## config.mk

```make
export PLATFORM = sky130hd
export DESIGN_NAME = result_display_driver
export DESIGN_NICKNAME = d
export VERILOG_FILES = /design/src/rtl/calc_display_defs.sv /design/src/rtl/seg7_decoder.sv /design/src/rtl/result_display_driver.sv
export SDC_FILE = /design/constraint.sdc
export NUM_CORES = 1
export LEC_CHECK = 0
export ABC_CLOCK_PERIOD_IN_PS = 4700
export CORE_AREA = 5 5 94 96
export CTS_BUF_LIST = sky130_fd_sc_hd__clkbuf_16
export DETAILED_ROUTE_END_ITERATION = 8
export DIE_AREA = 0 0 99 101
export PLACE_DENSITY_LB_ADDON = 0.12
export SKIP_CTS_REPAIR_TIMING = 1
export SYNTH_ARGS = -nofsm -noshare
export SYNTH_HDL_FRONTEND = slang
export SYNTH_SLANG_ARGS = --single-unit
```

## constraint.sdc

```tcl
create_clock -name clk -period 4.7 [get_ports clk]
set_input_delay 1.175 -clock clk [delete_from_list [all_inputs] [get_ports clk]]
set_output_delay 1.175 -clock clk [all_outputs]
set_load 0.02 [all_outputs]
```

## src/rtl/calc_display_defs.sv

```systemverilog
// Shared constants for the calculator display logic: segment patterns,
// FSM state encodings and the display range limit.
package calc_display_defs;

  // Conversion FSM states
  typedef enum logic [1:0] {
    IDLE    = 2'd0,
    CONVERT = 2'd1,
    UPDATE  = 2'd2
  } disp_state_t;

  // Active-low segment patterns, bit order {g,f,e,d,c,b,a}
  localparam logic [6:0] SEG_0     = 7'b1000000;
  localparam logic [6:0] SEG_1     = 7'b1111001;
  localparam logic [6:0] SEG_2     = 7'b0100100;
  localparam logic [6:0] SEG_3     = 7'b0110000;
  localparam logic [6:0] SEG_4     = 7'b0011001;
  localparam logic [6:0] SEG_5     = 7'b0010010;
  localparam logic [6:0] SEG_6     = 7'b0000010;
  localparam logic [6:0] SEG_7     = 7'b1111000;
  localparam logic [6:0] SEG_8     = 7'b0000000;
  localparam logic [6:0] SEG_9     = 7'b0010000;
  localparam logic [6:0] SEG_DASH  = 7'b0111111;
  localparam logic [6:0] SEG_BLANK = 7'b1111111;

  // Largest magnitude that fits on four decimal digits
  localparam logic [15:0] DISPLAY_MAX = 16'd9999;

  // Number of double-dabble iterations for a 16-bit binary input
  localparam int CONV_ITERS = 16;

  // Active-low one-hot digit enable for a 2-bit digit index
  function automatic logic [3:0] digit_enable(input logic [1:0] idx);
    logic [3:0] onehot;
    onehot = 4'b0001 << idx;
    return ~onehot;
  endfunction

endpackage

```

## src/rtl/seg7_decoder.sv

```systemverilog
// Combinational BCD to active-low seven-segment decoder.
// Codes 10-15 never occur on valid BCD and decode to blank.
module seg7_decoder
  import calc_display_defs::*;
(
  input  logic [3:0] bcd,
  output logic [6:0] seg
);

  // Map one BCD digit to its segment pattern
  always_comb begin
    seg = SEG_BLANK;
    case (bcd)
      4'd0:    seg = SEG_0;
      4'd1:    seg = SEG_1;
      4'd2:    seg = SEG_2;
      4'd3:    seg = SEG_3;
      4'd4:    seg = SEG_4;
      4'd5:    seg = SEG_5;
      4'd6:    seg = SEG_6;
      4'd7:    seg = SEG_7;
      4'd8:    seg = SEG_8;
      4'd9:    seg = SEG_9;
      default: seg = SEG_BLANK;
    endcase
  end

endmodule

```

## src/rtl/result_display_driver.sv

```systemverilog
// Converts a 16-bit signed/unsigned result to BCD with a sequential
// double-dabble and multiplexes it onto a four-digit seven-segment display.
// The displayed value only changes in the single UPDATE cycle, so a reset
// or an aborted conversion can never show a partially converted number.
module result_display_driver
  import calc_display_defs::*;
#(
  parameter int REFRESH_DIV = 100000
) (
  input  logic        clk,
  input  logic        reset,
  input  logic        load,
  input  logic [31:0] result,
  input  logic        neg,
  output logic        busy,
  output logic [6:0]  seg,
  output logic        dp,
  output logic [3:0]  an
);

  localparam int CNT_W = (REFRESH_DIV > 1) ? $clog2(REFRESH_DIV) : 1;
  localparam logic [CNT_W-1:0] CNT_MAX = CNT_W'(REFRESH_DIV - 1);

  // Magnitude of the incoming result; two's-complement negate when negative
  function automatic logic [15:0] magnitude_of(input logic [15:0] value,
                                               input logic        is_neg);
    logic [15:0] negated;
    negated = ~value + 16'd1;
    return is_neg ? negated : value;
  endfunction

  // Saturation check: anything above four digits shows as dashes
  function automatic logic over_range(input logic [15:0] mag);
    return mag > DISPLAY_MAX;
  endfunction

  // One double-dabble step: add 3 to every BCD nibble >= 5, then shift the
  // combined {bcd, binary} register left by one bit.
  function automatic logic [35:0] dabble_step(input logic [19:0] bcd_in,
                                              input logic [15:0] bin_in);
    logic [19:0] adj;
    logic [35:0] joined;
    for (int i = 0; i < 5; i++) begin
      if (bcd_in[4*i +: 4] >= 4'd5)
        adj[4*i +: 4] = bcd_in[4*i +: 4] + 4'd3;
      else
        adj[4*i +: 4] = bcd_in[4*i +: 4];
    end
    joined = {adj, bin_in};
    return joined << 1;
  endfunction

  // Leading-zero blanking: a digit is blank when it and every digit to its
  // left are zero; the rightmost digit always shows.
  function automatic logic digit_blank(input logic [3:0][3:0] digits,
                                       input logic [1:0]      idx);
    logic blank;
    case (idx)
      2'd3:    blank = (digits[3] == 4'd0);
      2'd2:    blank = (digits[3] == 4'd0) && (digits[2] == 4'd0);
      2'd1:    blank = (digits[3] == 4'd0) && (digits[2] == 4'd0) &&
                       (digits[1] == 4'd0);
      default: blank = 1'b0;
    endcase
    return blank;
  endfunction

  disp_state_t      state;
  disp_state_t      state_nxt;
  logic [3:0]       iter;
  logic             neg_pend;
  logic             ovf_pend;
  logic [15:0]      bin_sh;
  logic [19:0]      bcd_sh;
  logic [15:0]      mag_in;
  logic             start;

  logic [3:0][3:0]  digit_q;
  logic             neg_q;
  logic             ovf_q;

  logic [CNT_W-1:0] scan_cnt;
  logic [1:0]       digit_idx;

  logic [3:0]       cur_bcd;
  logic [6:0]       dec_seg;
  logic [6:0]       seg_d;
  logic             dp_d;
  logic [3:0]       an_d;

  logic             unused_result_hi;

  // Upper result bits carry nothing for the display
  assign unused_result_hi = ^result[31:16];

  assign mag_in = magnitude_of(result[15:0], neg);
  assign start  = (state == IDLE) && load;
  assign busy   = (state != IDLE);

  // FSM state register
  always_ff @(posedge clk or posedge reset) begin
    if (reset)
      state <= IDLE;
    else
      state <= state_nxt;
  end

  // FSM next-state logic; load is only honoured in IDLE
  always_comb begin
    state_nxt = state;
    case (state)
      IDLE:    if (load) state_nxt = CONVERT;
      CONVERT: if (iter == 4'(CONV_ITERS - 1)) state_nxt = UPDATE;
      UPDATE:  state_nxt = IDLE;
      default: state_nxt = IDLE;
    endcase
  end

  // Conversion control: iteration count and the sign/overflow of the value
  // being converted
  always_ff @(posedge clk or posedge reset) begin
    if (reset) begin
      iter     <= 4'd0;
      neg_pend <= 1'b0;
      ovf_pend <= 1'b0;
    end else if (start) begin
      iter     <= 4'd0;
      neg_pend <= neg;
      ovf_pend <= over_range(mag_in);
    end else if (state == CONVERT) begin
      iter     <= iter + 4'd1;
    end
  end

  // Double-dabble shift register; contents are only meaningful in CONVERT
  // and UPDATE, so it needs no reset
  always_ff @(posedge clk) begin
    if (start) begin
      bin_sh <= mag_in;
      bcd_sh <= 20'd0;
    end else if (state == CONVERT) begin
      {bcd_sh, bin_sh} <= dabble_step(bcd_sh, bin_sh);
    end
  end

  // Displayed value: committed atomically in UPDATE
  always_ff @(posedge clk or posedge reset) begin
    if (reset) begin
      digit_q <= '0;
      neg_q   <= 1'b0;
      ovf_q   <= 1'b0;
    end else if (state == UPDATE) begin
      digit_q <= bcd_sh[15:0];
      neg_q   <= neg_pend;
      ovf_q   <= ovf_pend;
    end
  end

  // Free-running scan timer and digit index, independent of conversions
  always_ff @(posedge clk or posedge reset) begin
    if (reset) begin
      scan_cnt  <= '0;
      digit_idx <= 2'd0;
    end else if (scan_cnt == CNT_MAX) begin
      scan_cnt  <= '0;
      digit_idx <= digit_idx + 2'd1;
    end else begin
      scan_cnt  <= scan_cnt + 1'b1;
    end
  end

  assign cur_bcd = digit_q[digit_idx];

  seg7_decoder u_seg7_decoder (
    .bcd (cur_bcd),
    .seg (dec_seg)
  );

  // Pattern for the digit currently being scanned
  always_comb begin
    seg_d = dec_seg;
    if (ovf_q)
      seg_d = SEG_DASH;
    else if (digit_blank(digit_q, digit_idx))
      seg_d = SEG_BLANK;
    dp_d = !((digit_idx == 2'd3) && neg_q);
    an_d = digit_enable(digit_idx);
  end

  // Output registers: an, seg and dp always change together
  always_ff @(posedge clk or posedge reset) begin
    if (reset) begin
      an  <= 4'b1110;
      seg <= SEG_0;
      dp  <= 1'b1;
    end else begin
      an  <= an_d;
      seg <= seg_d;
      dp  <= dp_d;
    end
  end

endmodule

```

==> key figures <==
Outcome
  – Status: complete, no violations

Timing
  – Relative max-transition margin: 0.3380
  – Final setup vio count: 0
  – Min cycle time layout: 3.406 ns
  – Maximum clock frequency: between 0.2 and 0.3 GHz
  – Final Hold Fails: 0
  – Tcrit/Tclk final: 0.7246
  – Clk_skew: approximately 0.0089 ns
  – Slew of the pin with the lowest slew margin: 0.9931 ns
  – WHS: around 0.42 ns
  – RSZ-0062 raised after global routing: false
  – Final Max Tran Viols: 0
  – Setup_tns: 0 ns

Pwr
  – Final total power: ~2.7 mW
  – Maximum vdd drop: between 400 and 500 uV
  – LEAKAGE: 2.196 nW
  – Pwr/cell area: 511.7 nW/um2

Placement
  – Post-DP Area: 5041 um2
  – IO Port Bufs: 32
  – RePlAce Congestion: 0.8383
  – Hpwl dp: 6045 um

Cells and area
  – Design area: 5329 um2
  – Area growth, synth to finish: 14.37%
  – Fraction of layout cells with a size suffix above 1: 0.1064
  – Register Area: 2233 um2
  – Multi-input gate area: around 2200 um2
  – Fillers: 639
  – Nets@finish: 550
  – N_diodes: 0

Floorplanning
  – Die width: 99 um
  – Core Rows: 33
  – Initial Util: 0.5847
  – Number of top-level pins: 49
  – Core ar.: between 7000 and 8000 um2
  – Vert. Die Dim: 101 um
  – DIE AREA: about 10000 um2

Critical path
  – R2R Path End: ovf_pend
  – Cell Chain, Critical Path: clkdlybuf4s50_1, inv_1, ha_1, or3b_2, or4_4, a31oi_4, a2bb2oi_1, a221oi_2
  – CP Max Fanout: 10
  – Buf+Inv Stages, Crit Path: 2
  – Critical path's top delay family: simple AND/OR/NAND/NOR gates
  – Setup crit end kind: flip-flop
  – WP data arrival: ~3.6 ns
  – Crit. Startpoint: result[0]
  – Reg2Reg Launch Point: state[0]
  – Worst EP required: 4.93 ns
  – CP max stage cell: or3b_2
  – Worst Setup Path Type: in -> reg
  – Slowest cell delay on critical path: 0.58 ns
  – CP Launch Type: input pin
  – Reg2reg path depth: 5
  – Setup slack, reg-to-reg: 2.47 ns

Logic synthesis
  – Syn avg cell area: 9.935 um2
  – EDFF count, synth: 16
  – Netlist Area Pre-Place: 4659 um2
  – Post-synthesis sequential area ratio: 0.4793
  – Asr flop ratio synth: 0.6404
  – Syn Nets: 526
  – Yosys reg bits: 89
  – YS warnings: 0
  – Yosys cell types: 56
  – Top_reg_cell synth: dfrtp_1
  – Post-Synthesis Cells: 469

CTS
  – Clk root buf: clkbuf_16
  – CTS Buf Count: 9
  – Clk slew on worst S/H paths: around 0.060 ns
  – CTS tree: yes
  – Clock Tree Buf Depth: 2
  – CTS H-tree depth: 3
  – Clk Latency, worst-skew pair: 0.33 ns
  – CTS sink cnt: 89

Min path
  – Hold EP: dp
  – HP Class: reg -> reg
  – Hold depth: 1
  – Startpoint of the worst hold path: neg_q

Route
  – Met2 WL: 4261 um
  – Post-route DRC: 0
  – Via/cell ratio: 5.569
  – Wire per inst: 14.53 um
  – Vias: 3358
  – Post-route met1 wirelength: 4047 um
  – Uppermost layer routed: met4
  – DR WL met3: 324 um
  – DR iter-0 viols: about 190
  – Routed Antenna Nets: 0
  – Total wire length: 8764 um
  – Total iterations of the first detailed-routing run: 5

GRT
  – Total grt overflow: 0
  – GRT Util Overall: 0.1859
  – Global-route wire length before repair: roughly 15000 um
  – Initial antenna violation count: 0
  – Largest net degree at the start of global routing: 48
  – Vias in the first global route: 3162

Run
  – MaxCap Viol Count: 0
[flip-flops by register name, indices dropped and copies added (netlist names)]
signal	flops
bcd_sh	16
neg_q	1
digit_q	16
neg_pend	1
bin_sh	16
state	2
iter	4
seg	7
ovf_q	1
scan_cnt	17
digit_idx	2
an	4
ovf_pend	1
dp	1
[synth_stat cells, types with 2 or more instances]
cell | number | area share
nor4_1 | 6 | 0.0081
inv_1 | 25 | 0.020
buf_2 | 2 | 0.0021
mux2_2 | 10 | 0.024
xor2_1 | 20 | 0.038
nor3b_1 | 2 | 0.0032
o31ai_1 | 10 | 0.016
nand2b_1 | 7 | 0.0094
nand3_1 | 23 | 0.025
o21ai_0 | 55 | 0.059
ha_1 | 21 | 0.056
nor2b_1 | 4 | 0.0054
mux4_2 | 4 | 0.019
nand2_1 | 47 | 0.038
xnor2_1 | 18 | 0.034
a21oi_1 | 16 | 0.017
dfstp_2 | 5 | 0.028
edfxtp_1 | 16 | 0.10
or3_1 | 2 | 0.0027
nor2_1 | 29 | 0.023
dfrtp_1 | 52 | 0.28
or4b_2 | 2 | 0.0043
mux2i_1 | 6 | 0.013
or3b_2 | 2 | 0.0038
nand4b_1 | 3 | 0.0056
nor3_1 | 3 | 0.0032
dfxtp_1 | 16 | 0.069
nand4_1 | 8 | 0.011
nand3b_1 | 3 | 0.0048
clkbuf_1 | 18 | 0.014
or2_2 | 5 | 0.0067
or4_1 | 5 | 0.0081
[cells by family (layout without fill, tap and decap cells)]
kind of cell	Yosys count	after routing	share of synthesized area
buf+inv	47	76	0.04001
xor+xnor	38	38	0.07143
simple gates	158	158	0.1735
fa+ha+maj	21	21	0.05639
compound gates	96	96	0.1230
mux	20	20	0.05639
flops	89	89	0.4793
[placed cells by master (no fill, tap or decap), types with 2 or more instances in the layout]
cell type	n
nand4_1	8
or4_1	5
clkinv_2	2
xor2_1	20
clkdlybuf4s50_1	32
dfxtp_1	16
nor2_1	29
o31ai_1	10
or3_1	2
clkbuf_16	9
buf_4	3
ha_1	21
dfrtp_1	52
a21oi_1	16
inv_1	26
dfstp_2	5
nand3_1	23
nor3b_1	2
nand4b_1	3
nand2_1	47
mux4_2	4
nand3b_1	3
or3b_2	2
o21ai_0	55
nor3_1	3
xnor2_1	18
or4b_2	2
mux2_2	10
nor4_1	6
mux2i_1	6
nand2b_1	7
or2_2	5
nor2b_1	4
edfxtp_1	16
[per-stage QoR]
step	cells	setup slack, ns	utilization
floorplan	469	1.631	-
global placement	587	1.026	0.6326
detailed placement	587	0.9685	0.6326
CTS	603	1.310	0.6687
global route	603	1.217	0.6687
finish	603	1.294	0.6687
[where the power goes]
part           internal, mW  switching [mW]  total [mW]
clock network         0.407           0.286       0.694
registers              1.06           0.156        1.22
logic                 0.350           0.466       0.815
total                  1.82           0.908        2.73
[layout make-up]
type                            instances  share of cell area
Sequential cell                        89              0.4191
Tap cell                              105             0.02465
Multi-Input combinational cell        333              0.4203
Inverter                               25             0.01761
Timing Repair Buffer                   35             0.06433
Clock buffer                            9             0.04226
Clock inverter                          7             0.01174
[metal layers]
layer / track usage / up-vias
li1: - / 1697
met1: 0.2531 / 1583
met2: 0.2970 / 68
met3: 0.03737 / 10
met4: 0.06618 / 0
met5: 0 / -
[worst max path at each step]
stage	endpoint	slack, ns	cells past startpoint
2_1_floorplan	ovf_pend	1.63	8
3_3_place_gp	bin_sh[14]	1.03	8
3_5_place_dp	ovf_pend	0.97	8
4_1_cts	ovf_pend	1.31	8
5_1_grt	bin_sh[14]	1.22	8
6_report	ovf_pend	1.29	8
(Power assumes the default switching activity.)
